## src/rtl/axi_pipe_pkg.sv

```systemverilog
// Shared types and helpers for the configurable AXI pipeline.
// Default request/response structs carry 1-bit payloads.
package axi_pipe_pkg;

  typedef enum logic [1:0] {
    CutSpill,
    CutFwd,
    CutBwd
  } cut_mode_e;

  function automatic int unsigned occ_width(
    int unsigned max_cuts
  );
    return (max_cuts == 0) ? 1 : $clog2(2 * max_cuts + 1);
  endfunction

  function automatic int unsigned cut_max(
    int unsigned a,
    int unsigned b
  );
    return (a > b) ? a : b;
  endfunction

  typedef struct packed {
    logic aw;
    logic aw_valid;
    logic w;
    logic w_valid;
    logic b_ready;
    logic ar;
    logic ar_valid;
    logic r_ready;
  } axi_req_dflt_t;

  typedef struct packed {
    logic aw_ready;
    logic w_ready;
    logic b;
    logic b_valid;
    logic ar_ready;
    logic r;
    logic r_valid;
  } axi_resp_dflt_t;

endpackage

```

## src/rtl/axi_pipe_chan.sv

```systemverilog
// Generic valid/ready/data chain of identical cut stages.
// Reports the number of beats held across all its stages.
module axi_pipe_chan
  import axi_pipe_pkg::*;
#(
  parameter type         T    = logic,
  parameter int unsigned Cuts = 1,
  parameter cut_mode_e   Mode = CutSpill,
  parameter int unsigned OccW = 2
) (
  input  logic            clk_i,
  input  logic            rst_ni,
  input  logic            valid_i,
  output logic            ready_o,
  input  T                data_i,
  output logic            valid_o,
  input  logic            ready_i,
  output T                data_o,
  output logic [OccW-1:0] occ_o
);

  if (Cuts == 0) begin : g_wire
    assign valid_o = valid_i;
    assign ready_o = ready_i;
    assign data_o  = data_i;
    assign occ_o   = '0;
  end else begin : g_pipe
    logic            v   [Cuts+1];
    logic            r   [Cuts+1];
    T                d   [Cuts+1];
    logic [OccW-1:0] cnt [Cuts];

    assign v[0]    = valid_i;
    assign d[0]    = data_i;
    assign ready_o = r[0];
    assign valid_o = v[Cuts];
    assign data_o  = d[Cuts];
    assign r[Cuts] = ready_i;

    for (genvar i = 0; i < Cuts; i++) begin : g_stage
      if (Mode == CutSpill) begin : g_spill
        logic a_full, b_full, push, pop;
        T     a_data, b_data;

        assign r[i]   = ~b_full;
        assign v[i+1] = a_full;
        assign d[i+1] = a_data;
        assign push   = v[i] & ~b_full;
        assign pop    = a_full & r[i+1];
        assign cnt[i] = OccW'(a_full) + OccW'(b_full);

        always_ff @(posedge clk_i or negedge rst_ni) begin
          if (!rst_ni) begin
            a_full <= 1'b0;
            b_full <= 1'b0;
            a_data <= '0;
            b_data <= '0;
          end else if (pop) begin
            // B refills A first; push cannot coincide with B full
            if (b_full) begin
              a_data <= b_data;
              b_full <= 1'b0;
            end else if (push) begin
              a_data <= d[i];
            end else begin
              a_full <= 1'b0;
            end
          end else if (push) begin
            if (a_full) begin
              b_full <= 1'b1;
              b_data <= d[i];
            end else begin
              a_full <= 1'b1;
              a_data <= d[i];
            end
          end
        end
      end else if (Mode == CutFwd) begin : g_fwd
        logic full;
        T     data;

        assign r[i]   = ~full | r[i+1];
        assign v[i+1] = full;
        assign d[i+1] = data;
        assign cnt[i] = OccW'(full);

        always_ff @(posedge clk_i or negedge rst_ni) begin
          if (!rst_ni) begin
            full <= 1'b0;
            data <= '0;
          end else if (v[i] && r[i]) begin
            full <= 1'b1;
            data <= d[i];
          end else if (r[i+1]) begin
            full <= 1'b0;
          end
        end
      end else begin : g_bwd
        logic full;
        T     data;

        assign r[i]   = ~full;
        assign v[i+1] = v[i] | full;
        assign d[i+1] = full ? data : d[i];
        assign cnt[i] = OccW'(full);

        always_ff @(posedge clk_i or negedge rst_ni) begin
          if (!rst_ni) begin
            full <= 1'b0;
            data <= '0;
          end else if (full) begin
            if (r[i+1]) full <= 1'b0;
          end else if (v[i] && !r[i+1]) begin
            full <= 1'b1;
            data <= d[i];
          end
        end
      end
    end

    always_comb begin
      occ_o = '0;
      for (int i = 0; i < int'(Cuts); i++) begin
        occ_o = occ_o + cnt[i];
      end
    end
  end

endmodule

```

## src/rtl/axi_pipe_cfg.sv

```systemverilog
// Per-channel configurable AXI4 register pipeline.
// B and R chains run master to slave; occupancy drives idle_o.
module axi_pipe_cfg
  import axi_pipe_pkg::*;
#(
  parameter int unsigned AwCuts     = 1,
  parameter int unsigned WCuts      = 1,
  parameter int unsigned BCuts      = 1,
  parameter int unsigned ArCuts     = 1,
  parameter int unsigned RCuts      = 1,
  parameter cut_mode_e   AwMode     = CutSpill,
  parameter cut_mode_e   WMode      = CutSpill,
  parameter cut_mode_e   BMode      = CutSpill,
  parameter cut_mode_e   ArMode     = CutSpill,
  parameter cut_mode_e   RMode      = CutSpill,
  parameter type         aw_chan_t  = logic,
  parameter type         w_chan_t   = logic,
  parameter type         b_chan_t   = logic,
  parameter type         ar_chan_t  = logic,
  parameter type         r_chan_t   = logic,
  parameter type         axi_req_t  = axi_req_dflt_t,
  parameter type         axi_resp_t = axi_resp_dflt_t,
  localparam int unsigned MaxCuts =
    cut_max(cut_max(cut_max(AwCuts, WCuts),
                    cut_max(BCuts, ArCuts)), RCuts),
  localparam int unsigned OccW = occ_width(MaxCuts)
) (
  input  logic                 clk_i,
  input  logic                 rst_ni,
  input  axi_req_t             slv_req_i,
  output axi_resp_t            slv_resp_o,
  output axi_req_t             mst_req_o,
  input  axi_resp_t            mst_resp_i,
  output logic [4:0][OccW-1:0] occ_o,
  output logic                 idle_o
);

  logic     aw_v, aw_r, w_v, w_r, ar_v, ar_r;
  logic     b_v, b_r, r_v, r_r;
  aw_chan_t aw_d;
  w_chan_t  w_d;
  b_chan_t  b_d;
  ar_chan_t ar_d;
  r_chan_t  r_d;

  axi_pipe_chan #(
    .T(aw_chan_t), .Cuts(AwCuts), .Mode(AwMode), .OccW(OccW)
  ) u_aw (
    .clk_i, .rst_ni,
    .valid_i(slv_req_i.aw_valid),
    .ready_o(aw_r),
    .data_i (slv_req_i.aw),
    .valid_o(aw_v),
    .ready_i(mst_resp_i.aw_ready),
    .data_o (aw_d),
    .occ_o  (occ_o[4])
  );

  axi_pipe_chan #(
    .T(w_chan_t), .Cuts(WCuts), .Mode(WMode), .OccW(OccW)
  ) u_w (
    .clk_i, .rst_ni,
    .valid_i(slv_req_i.w_valid),
    .ready_o(w_r),
    .data_i (slv_req_i.w),
    .valid_o(w_v),
    .ready_i(mst_resp_i.w_ready),
    .data_o (w_d),
    .occ_o  (occ_o[3])
  );

  axi_pipe_chan #(
    .T(b_chan_t), .Cuts(BCuts), .Mode(BMode), .OccW(OccW)
  ) u_b (
    .clk_i, .rst_ni,
    .valid_i(mst_resp_i.b_valid),
    .ready_o(b_r),
    .data_i (mst_resp_i.b),
    .valid_o(b_v),
    .ready_i(slv_req_i.b_ready),
    .data_o (b_d),
    .occ_o  (occ_o[2])
  );

  axi_pipe_chan #(
    .T(ar_chan_t), .Cuts(ArCuts), .Mode(ArMode), .OccW(OccW)
  ) u_ar (
    .clk_i, .rst_ni,
    .valid_i(slv_req_i.ar_valid),
    .ready_o(ar_r),
    .data_i (slv_req_i.ar),
    .valid_o(ar_v),
    .ready_i(mst_resp_i.ar_ready),
    .data_o (ar_d),
    .occ_o  (occ_o[1])
  );

  axi_pipe_chan #(
    .T(r_chan_t), .Cuts(RCuts), .Mode(RMode), .OccW(OccW)
  ) u_r (
    .clk_i, .rst_ni,
    .valid_i(mst_resp_i.r_valid),
    .ready_o(r_r),
    .data_i (mst_resp_i.r),
    .valid_o(r_v),
    .ready_i(slv_req_i.r_ready),
    .data_o (r_d),
    .occ_o  (occ_o[0])
  );

  // Fields not owned by a channel pass straight through
  always_comb begin
    mst_req_o          = slv_req_i;
    mst_req_o.aw_valid = aw_v;
    mst_req_o.aw       = aw_d;
    mst_req_o.w_valid  = w_v;
    mst_req_o.w        = w_d;
    mst_req_o.ar_valid = ar_v;
    mst_req_o.ar       = ar_d;
    mst_req_o.b_ready  = b_r;
    mst_req_o.r_ready  = r_r;
  end

  always_comb begin
    slv_resp_o          = mst_resp_i;
    slv_resp_o.aw_ready = aw_r;
    slv_resp_o.w_ready  = w_r;
    slv_resp_o.ar_ready = ar_r;
    slv_resp_o.b_valid  = b_v;
    slv_resp_o.b        = b_d;
    slv_resp_o.r_valid  = r_v;
    slv_resp_o.r        = r_d;
  end

  assign idle_o = (occ_o == '0);

endmodule
```

## config.mk

```make
export PLATFORM = sky130hd
export DESIGN_NAME = axi_pipe_cfg
export DESIGN_NICKNAME = d
export VERILOG_FILES = /design/src/rtl/axi_pipe_pkg.sv /design/src/rtl/axi_pipe_chan.sv /design/src/rtl/axi_pipe_cfg.sv
export SDC_FILE = /design/constraint.sdc
export NUM_CORES = 1
export LEC_CHECK = 0
export ABC_AREA = 1
export ABC_CLOCK_PERIOD_IN_PS = 930
export BUFFER_PORTS_ARGS = -buffer_cell sky130_fd_sc_hd__buf_4
export CAP_MARGIN = 15
export CELL_PAD_IN_SITES_DETAIL_PLACEMENT = 0
export CELL_PAD_IN_SITES_GLOBAL_PLACEMENT = 2
export CORE_UTILIZATION = 25
export CTS_CLUSTER_SIZE = 24
export DETAILED_ROUTE_END_ITERATION = 16
export MAX_ROUTING_LAYER = met4
export PLACE_DENSITY_LB_ADDON = 0.1
export RECOVER_POWER = 50
export SYNTH_ARGS = -nofsm -noshare
export SYNTH_HDL_FRONTEND = slang
export SYNTH_SLANG_ARGS = --single-unit
export TNS_END_PERCENT = 50
```

## constraint.sdc

```tcl
create_clock -name clk_i -period 0.93 [get_ports clk_i]
set_input_delay 0.1395 -clock clk_i [delete_from_list [all_inputs] [get_ports clk_i]]
set_output_delay 0.1395 -clock clk_i [all_outputs]
set_load 0.02 [all_outputs]
```

==> reports/qor.yml, run 1 <==
fin_cells: 301
gr-total-overflow: 0
dp_hpwl_um: 2270
yosysWarnings: 0
ant_nets: 0
synth_edf_count: 0
place_inst: 284
cp_slowest_stage_delay_ns: 0.40
synth_cell_type_count: 13
syn_area_per_cell_sq_um: 7.78
rsz0062_at_grt: "yes"
async_flop_share: 1.00
power_density_nw_per_um2: 3580
ys_ff_latch: 20
p_seq_frac: 0.195
start_util: 0.268
via_count: 1268
max-vdd-ir-drop_mv: 1.39
antenna_found_initial: 0
sw_frac_of_total: 0.427
drc_errors: 0
synth_nets: 195
arrival_ns: 1.17
rows: 25
critPathKind: "flop to output port"
htreeDepth: 1
synth_most_common_cell: "nand2_1"
worst-path-max-fanout: 2
cts_tree: "built"
drtIter0Drc: 36
cp_cell_sequence: "inv_2, ha_4, nand3_4, nor2_4, buf_6"
outcome: "finished, violations left"
power_frac_comb: 0.730
area_growth_pct: 69.8
clock.fmax_mhz: 765
drt_pass1_iterations: 4
yosysTopAreaCellShare: 0.383
grt_start_max_net_pins: 21
track_usage: 0.128
numCtsBuffers: 3
via_per_inst: 4.21
nets: 263
root_buffer: "clkbuf_8"
fin_skew_ns: 0.00419
worst_path_max_delay_cell: "dfrtp_1"
grt_pass1_vias: 1192
hold_class: "input pin to flop"
drv_cap: 0
place.gp.congestion: 0.783
die_h_um: 74.3
clock_latency_ns: 0.26
rrSetupSlack_ns: -0.24
slew_viol_final: 0
switchingPower_uw: 3390
tightest_slew_ns: 0.538
clockBufferDepth: 2
synth_area_leaders: "dfrtp_1 (38%), nand2_1 (19%), ha_1 (9.6%)"
wl_per_cell_um: 10.7
cts_sinks: 20
min_period_ns: 1.31
drive_gt1_frac: 0.534
internal_power_uw: 4550
max_slew_margin: 0.641
die-width_um: 74.3
coreArea_sq_um: 4880
clkTransAtPathRegs_ns: 0.08
diodes: 0
timing.final.crit_share: 1.41
end_kind: "output port"
port_buffers: 42
final_util: 0.455
synth_area_sq_um: 1310
yosysTopAreaCell: "dfrtp_1"
setup_slack_ns: -0.378
synthFlopType: "dfrtp_1"
power_frac_clock: 0.075
hold_viol_final: 0
die_area_sq_um: 5520
cp-start-kind: "flop"
setup_violations: 43
cp.required_ns: 0.79
grt_pass1_wl_um: 5220
synth_cells: 168
n_fill_cell: 510
seq_area_frac_synth: 0.383
routed_wl_um: 3220
synth_common_cells: "nand2_1 (66), dfrtp_1 (20), buf_4 (15), inv_1 (15), nand3_1 (11)"
io_pins: 43
violations: "negative setup slack"
p_leak_uw: 0.00113
==> power groups by stage <==
stage / sequential, uW / clock [uW] / combinational [uW]
CTS: 1540 / 617 / 5380
finish: 1550 / 593 / 5800
detailed placement: 1520 / 0 / 4410
global route: 1600 / 651 / 6320
global placement: 1510 / 0 / 4410
floorplan: 1660 / 0 / 2880
==> cell families after synthesis <==
kind of cell | after synthesis | share of synthesized area
compound gates | 10 | 0.0383
fa+ha+maj | 10 | 0.0957
buf+inv | 35 | 0.144
flops | 20 | 0.383
simple gates | 93 | 0.340
==> worst max-delay path, delay by kind of cell (launching register included) <==
family        cells  cell delay (ns)
fa+ha+maj         1             0.14
simple gates      2             0.16
flops             1             0.40
buf+inv           2             0.20
==> final cells by class <==
class                   count  area, sq um  share of cell area
repair buffers             78          721               0.325
flip-flops and latches     20          500               0.225
well taps                  67         83.8              0.0378
clock buffers               3         41.3              0.0186
inverters                  20         75.1              0.0338
multi-input cells         113          798               0.360
==> through the flow <==
| stage | area [sq um] | hold WS, ns | total power (uW) | TNS, ns | worst slack [ns] |
|---|---|---|---|---|---|
| after detailed placement | 1820 | 0.0531 | 5940 | -0.960 | -0.128 |
| after global placement | 1820 | 0.0535 | 5920 | -0.813 | -0.117 |
| final | 2220 | 0.119 | 7940 | -7.88 | -0.378 |
| after global routing | 2220 | 0.132 | 8570 | -10.01 | -0.436 |
| after floorplan | 1370 | -0.156 | 4540 | -0.204 | -0.114 |
| after CTS | 2090 | 0.115 | 7530 | -6.98 | -0.384 |
==> timing repair <==
action                                  in CTS  in global routing
hold buffers                                 1                  0
pin swaps                                    4                 12
buffers inserted                            10                 10
endpoints found under the setup margin      37                 43
resized for setup                           40                 27
hold endpoints to repair                    20                  0
==> placed cells by master, fill, tap and decap left out, drive strengths merged <==
master       count
dfrtp           20
dlygate4sd3      1
buf             76
inv             20
ha              10
nand2           66
o21ai            5
clkbuf           4
nand4            5
nor2             6
nand3           16
a21oi            5
==> worst paths after layout <==
kind / end / cells past startpoint / from
max in group asynchronous: u_b.valid_o / 2 / rst_ni
worst max register to register: u_r.g_pipe.g_stage[0].g_spill.b_data / 7 / u_r.valid_o
worst min-delay path: u_r.g_pipe.g_stage[0].g_spill.b_data / 3 / mst_resp_i[1]
worst min register to register: u_b.g_pipe.g_stage[0].g_spill.b_data / 2 / u_b.g_pipe.g_stage[0].g_spill.b_data
min in group asynchronous: u_w.data_o / 2 / rst_ni
worst max-delay path: idle_o / 5 / u_w.g_pipe.g_stage[0].g_spill.b_full
==> per-layer routing <==
| metal | up-vias | track usage | wire length [um] |
|---|---|---|---|
| met5 | - | - | 0 |
| met4 | 0 | 0.0629 | 56 |
| met3 | 6 | 0.0244 | 134 |
| met2 | 34 | 0.203 | 1600 |
| met1 | 576 | 0.156 | 1430 |
| li1 | 652 | - | - |
(Power assumes the default switching activity.)
==> inputs of run 2 (changes only) <==
RECOVER_POWER = unset   (was 50)
==> run 2 against run 1 <==
Against the previous run: the flow still finishes with violations (negative setup slack); via count hardly changed; global-route usage unchanged; sequential cell count unchanged; maximum frequency unchanged; register-to-register slack barely moved.
==> reports/qor.yml, run 2 (same netlist as run 1, synthesis figures left out) <==
via_count: 1267
die-width_um: 74.3
max-vdd-ir-drop_mv: 1.39
die_h_um: 74.3
coreArea_sq_um: 4880
regArea_sq_um: 500
io_pins: 43
gr-total-overflow: 0
root_buffer: "clkbuf_8"
cts_tree: "built"
drt_pass1_iterations: 4
power_uw: 7940
multi_input_area_sq_um: 798
place.gp.congestion: 0.783
port_buffers: 42
ant_nets: 0
fin_skew_ns: 0.00419
area_growth_pct: 70.0
wl_per_cell_um: 10.7
cp.required_ns: 0.79
timing.final.crit_share: 1.41
place_area_sq_um: 1820
cp_slowest_stage_delay_ns: 0.40
critical-path-top-delay-family: "flip-flops"
drv_cap: 0
n_fill_cell: 509
outcome: "finished, violations left"
cp-start-kind: "flop"
grt_start_max_net_pins: 21
setup_slack_ns: -0.378
cp_cell_sequence: "inv_2, ha_4, nand3_4, nor2_4, buf_6"
worst_path_max_delay_cell: "dfrtp_1"
fin_area_sq_um: 2220
final_cell_mix: "nand2_1 (58), buf_4 (41), buf_6 (36)"
dp_hpwl_um: 2270
cp_num_buf_inv: 2
grt_pass1_vias: 1192
fin_tns_setup_ns: -7.88
violations: "negative setup slack"
fin_hold_ws_ns: 0.119
hold_class: "input pin to flop"
die_area_sq_um: 5520
track_usage: 0.128
slew_viol_final: 0
numCtsBuffers: 3
p_leak_uw: 0.00113
rows: 25
cts_sinks: 20
via_per_inst: 4.21
drtIter0Drc: 36
htreeDepth: 1
drc_errors: 0
clockBufferDepth: 2
antenna_found_initial: 0
max_slew_margin: 0.815
routed_wl_um: 3220
diodes: 0
hold_viol_final: 0
clkTransAtPathRegs_ns: 0.08
power_density_nw_per_um2: 3580
min_period_ns: 1.31
final_common_cell: "nand2_1"
worst-path-max-fanout: 2
critPathKind: "flop to output port"
nets: 263
clock_latency_ns: 0.26
clock.fmax_mhz: 765
drive_gt1_frac: 0.534
rsz0062_at_grt: "yes"
grt_pass1_wl_um: 5220
tightest_slew_ns: 0.278
start_util: 0.268
arrival_ns: 1.17
end_kind: "output port"
setup_violations: 42
## run 2: worst min-delay path, delay by kind of cell
family	cells	cell delay, ns
buf+inv	2	0.15
compound gates	1	0.06
## run 2: what timing repair did
item | CTS | global route
gates resized for setup | 40 | 27
pin swaps | 4 | 12
endpoints found under the setup margin | 37 | 43
hold buffers | 1 | 0
buffers inserted | 10 | 10
hold endpoints to repair | 20 | 0
## run 2: area by class of cell
class                   instances  share of cell area
multi-input cells             113               0.359
flip-flops and latches         20               0.225
inverters                      20              0.0338
well taps                      67              0.0377
clock buffers                   3              0.0186
repair buffers                 78               0.325
## run 2: worst paths after layout
path | from | to | slack [ns] | cells past startpoint
setup / recovery | u_w.g_pipe.g_stage[0].g_spill.b_full | idle_o | -0.38 | 5
hold / removal | mst_resp_i[1] | u_r.g_pipe.g_stage[0].g_spill.b_data | 0.12 | 3
setup reg to reg | u_r.valid_o | u_r.g_pipe.g_stage[0].g_spill.b_data | -0.24 | 7
hold reg to reg | u_b.g_pipe.g_stage[0].g_spill.b_data | u_b.g_pipe.g_stage[0].g_spill.b_data | 0.49 | 2
max in group asynchronous | rst_ni | u_b.valid_o | 0.41 | 2
min in group asynchronous | rst_ni | u_w.data_o | 0.30 | 2
## run 2: where the power goes
part	total (uW)	internal, uW	switching (uW)	leakage, uW
Combinational	5800	2990	2820	0.000869
Clock	593	289	304	0.0000216
Sequential	1550	1280	274	0.000242
Total	7940	4550	3390	0.00113
## run 2: stage by stage
stage / worst slack, ns / std cells / utilization
6_report: -0.378 / 301 / 0.455
5_1_grt: -0.436 / 301 / 0.455
3_3_place_gp: -0.117 / 284 / 0.373
2_1_floorplan: -0.114 / 168 / -
3_5_place_dp: -0.128 / 284 / 0.373
4_1_cts: -0.384 / 295 / 0.427
## run 2: metal layers
layer | vias to the layer above | global-route usage | wire, um
met5 | - | - | 0
met4 | 0 | 0.0629 | 56
met3 | 6 | 0.0244 | 134
met2 | 34 | 0.203 | 1600
met1 | 576 | 0.156 | 1430
li1 | 651 | - | -
==> inputs of run 3 (changes only) <==
MAX_ROUTING_LAYER = unset   (was met4)
==> run 3 against run 2 <==
Against the previous run: the run still ends with negative setup slack left; clock-buffer cell count unchanged; sequential power about the same; critical path depth unchanged; via count unchanged; highest routed layer unchanged.
==> reports/qor.yml, run 3 (same netlist as run 1, synthesis figures left out) <==
diodes: 0
antenna_found_initial: 0
critPathKind: "flop to output port"
fin_hold_ws_ns: 0.119
place.gp.congestion: 0.773
die_area_sq_um: 5520
worst-path-max-fanout: 2
die_h_um: 74.3
cp.required_ns: 0.79
grt_pass1_vias: 1190
slew_viol_final: 0
grt_pass1_wl_um: 5210
place_area_sq_um: 1820
nets: 263
numCtsBuffers: 3
arrival_ns: 1.17
min_period_ns: 1.31
hold_class: "input pin to flop"
fin_area_sq_um: 2220
drive_gt1_frac: 0.534
final_cell_mix: "nand2_1 (58), buf_4 (41), buf_6 (36)"
tightest_slew_ns: 0.278
die-width_um: 74.3
clockBufferDepth: 2
startpoint: "u_w.g_pipe.g_stage[0].g_spill.b_full"
via_count: 1267
area_growth_pct: 70.0
rsz0062_at_grt: "yes"
htreeDepth: 1
track_usage: 0.124
ant_nets: 0
routed_wl_um: 3220
p_leak_uw: 0.00113
cts_tree: "built"
timing.final.crit_share: 1.41
io_pins: 43
clock_latency_ns: 0.26
wl_per_cell_um: 10.7
end_kind: "output port"
reg2reg_from: "u_r.valid_o"
drtIter0Drc: 39
max_slew_margin: 0.815
power_density_nw_per_um2: 3580
coreArea_sq_um: 4880
clock.fmax_mhz: 764
cp-start-kind: "flop"
gr-total-overflow: 0
max-vdd-ir-drop_mv: 1.39
root_buffer: "clkbuf_8"
outcome: "finished, violations left"
final_common_cell: "nand2_1"
setup_slack_ns: -0.378
rrSetupSlack_ns: -0.24
worstReg2RegEnd: "u_r.g_pipe.g_stage[0].g_spill.b_data"
clkTransAtPathRegs_ns: 0.08
fin_skew_ns: 0.00412
final_util: 0.455
rr_worst_depth: 7
grt_start_max_net_pins: 21
start_util: 0.268
via_per_inst: 4.21
violations: "negative setup slack"
hold_viol_final: 0
drc_errors: 0
endpoint: "idle_o"
drv_cap: 0
rows: 25
drt_pass1_iterations: 4
setup_violations: 42
port_buffers: 42
cts_sinks: 20
dp_hpwl_um: 2270
run 3: cell counts in the layout (fill, tap and decap cells not counted):
Identical to the previous run, type by type.
run 3: layout make-up:
class	instances	area, sq um
fillers	509	2660
clock buffers	3	41.3
repair buffers	78	723
inverters	20	75.1
well taps	67	83.8
multi-input cells	113	798
flip-flops and latches	20	500
run 3: how the worst min path moves through the flow:
stage                     slack, ns          start  depth (start not counted)                              endpoint
after floorplan               -0.16         rst_ni                          0                           u_ar.data_o
after global placement         0.05         rst_ni                          1                            u_w.data_o
after detailed placement       0.05         rst_ni                          1                           u_aw.data_o
after CTS                      0.11  mst_resp_i[1]                          3  u_r.g_pipe.g_stage[0].g_spill.b_data
after global routing           0.13  mst_resp_i[1]                          3  u_r.g_pipe.g_stage[0].g_spill.b_data
final                          0.12  mst_resp_i[1]                          3  u_r.g_pipe.g_stage[0].g_spill.b_data
run 3: critical path, stage by stage, from the launching register on:
cell	delay, ns
dfrtp_1	0.40
inv_2	0.08
ha_4	0.14
nand3_4	0.07
nor2_4	0.09
buf_6	0.12
run 3: metal layers:
layer  global-route usage  wire length [um]  vias to the layer above
met2                0.203              1600                       35
met3               0.0244               139                        6
met5                    0                 0                        -
met1                0.156              1430                      575
met4               0.0629                58                        0
li1                     -                 -                      651
run 3: metrics by stage:
step,setup slack (ns),power [uW],std cells,TNS (ns)
after floorplan,-0.114,4540,168,-0.204
after global placement,-0.117,5920,284,-0.813
after detailed placement,-0.128,5940,284,-0.960
after CTS,-0.384,7530,295,-6.98
after global routing,-0.436,8570,301,-10.01
final,-0.378,7950,301,-7.87
run 3: power by group:
part | total [uW] | switching (uW) | internal, uW
registers | 1550 | 274 | 1280
clock network | 593 | 304 | 289
logic | 5800 | 2820 | 2990
total | 7950 | 3400 | 4550
run 3: timing repair:
item / in CTS / in global routing
gates resized for setup: 40 / 27
setup buffers: 10 / 10
pin swaps: 4 / 12
setup endpoints to repair: 37 / 43
endpoints found under the hold margin: 20 / 0
hold buffers: 1 / 0
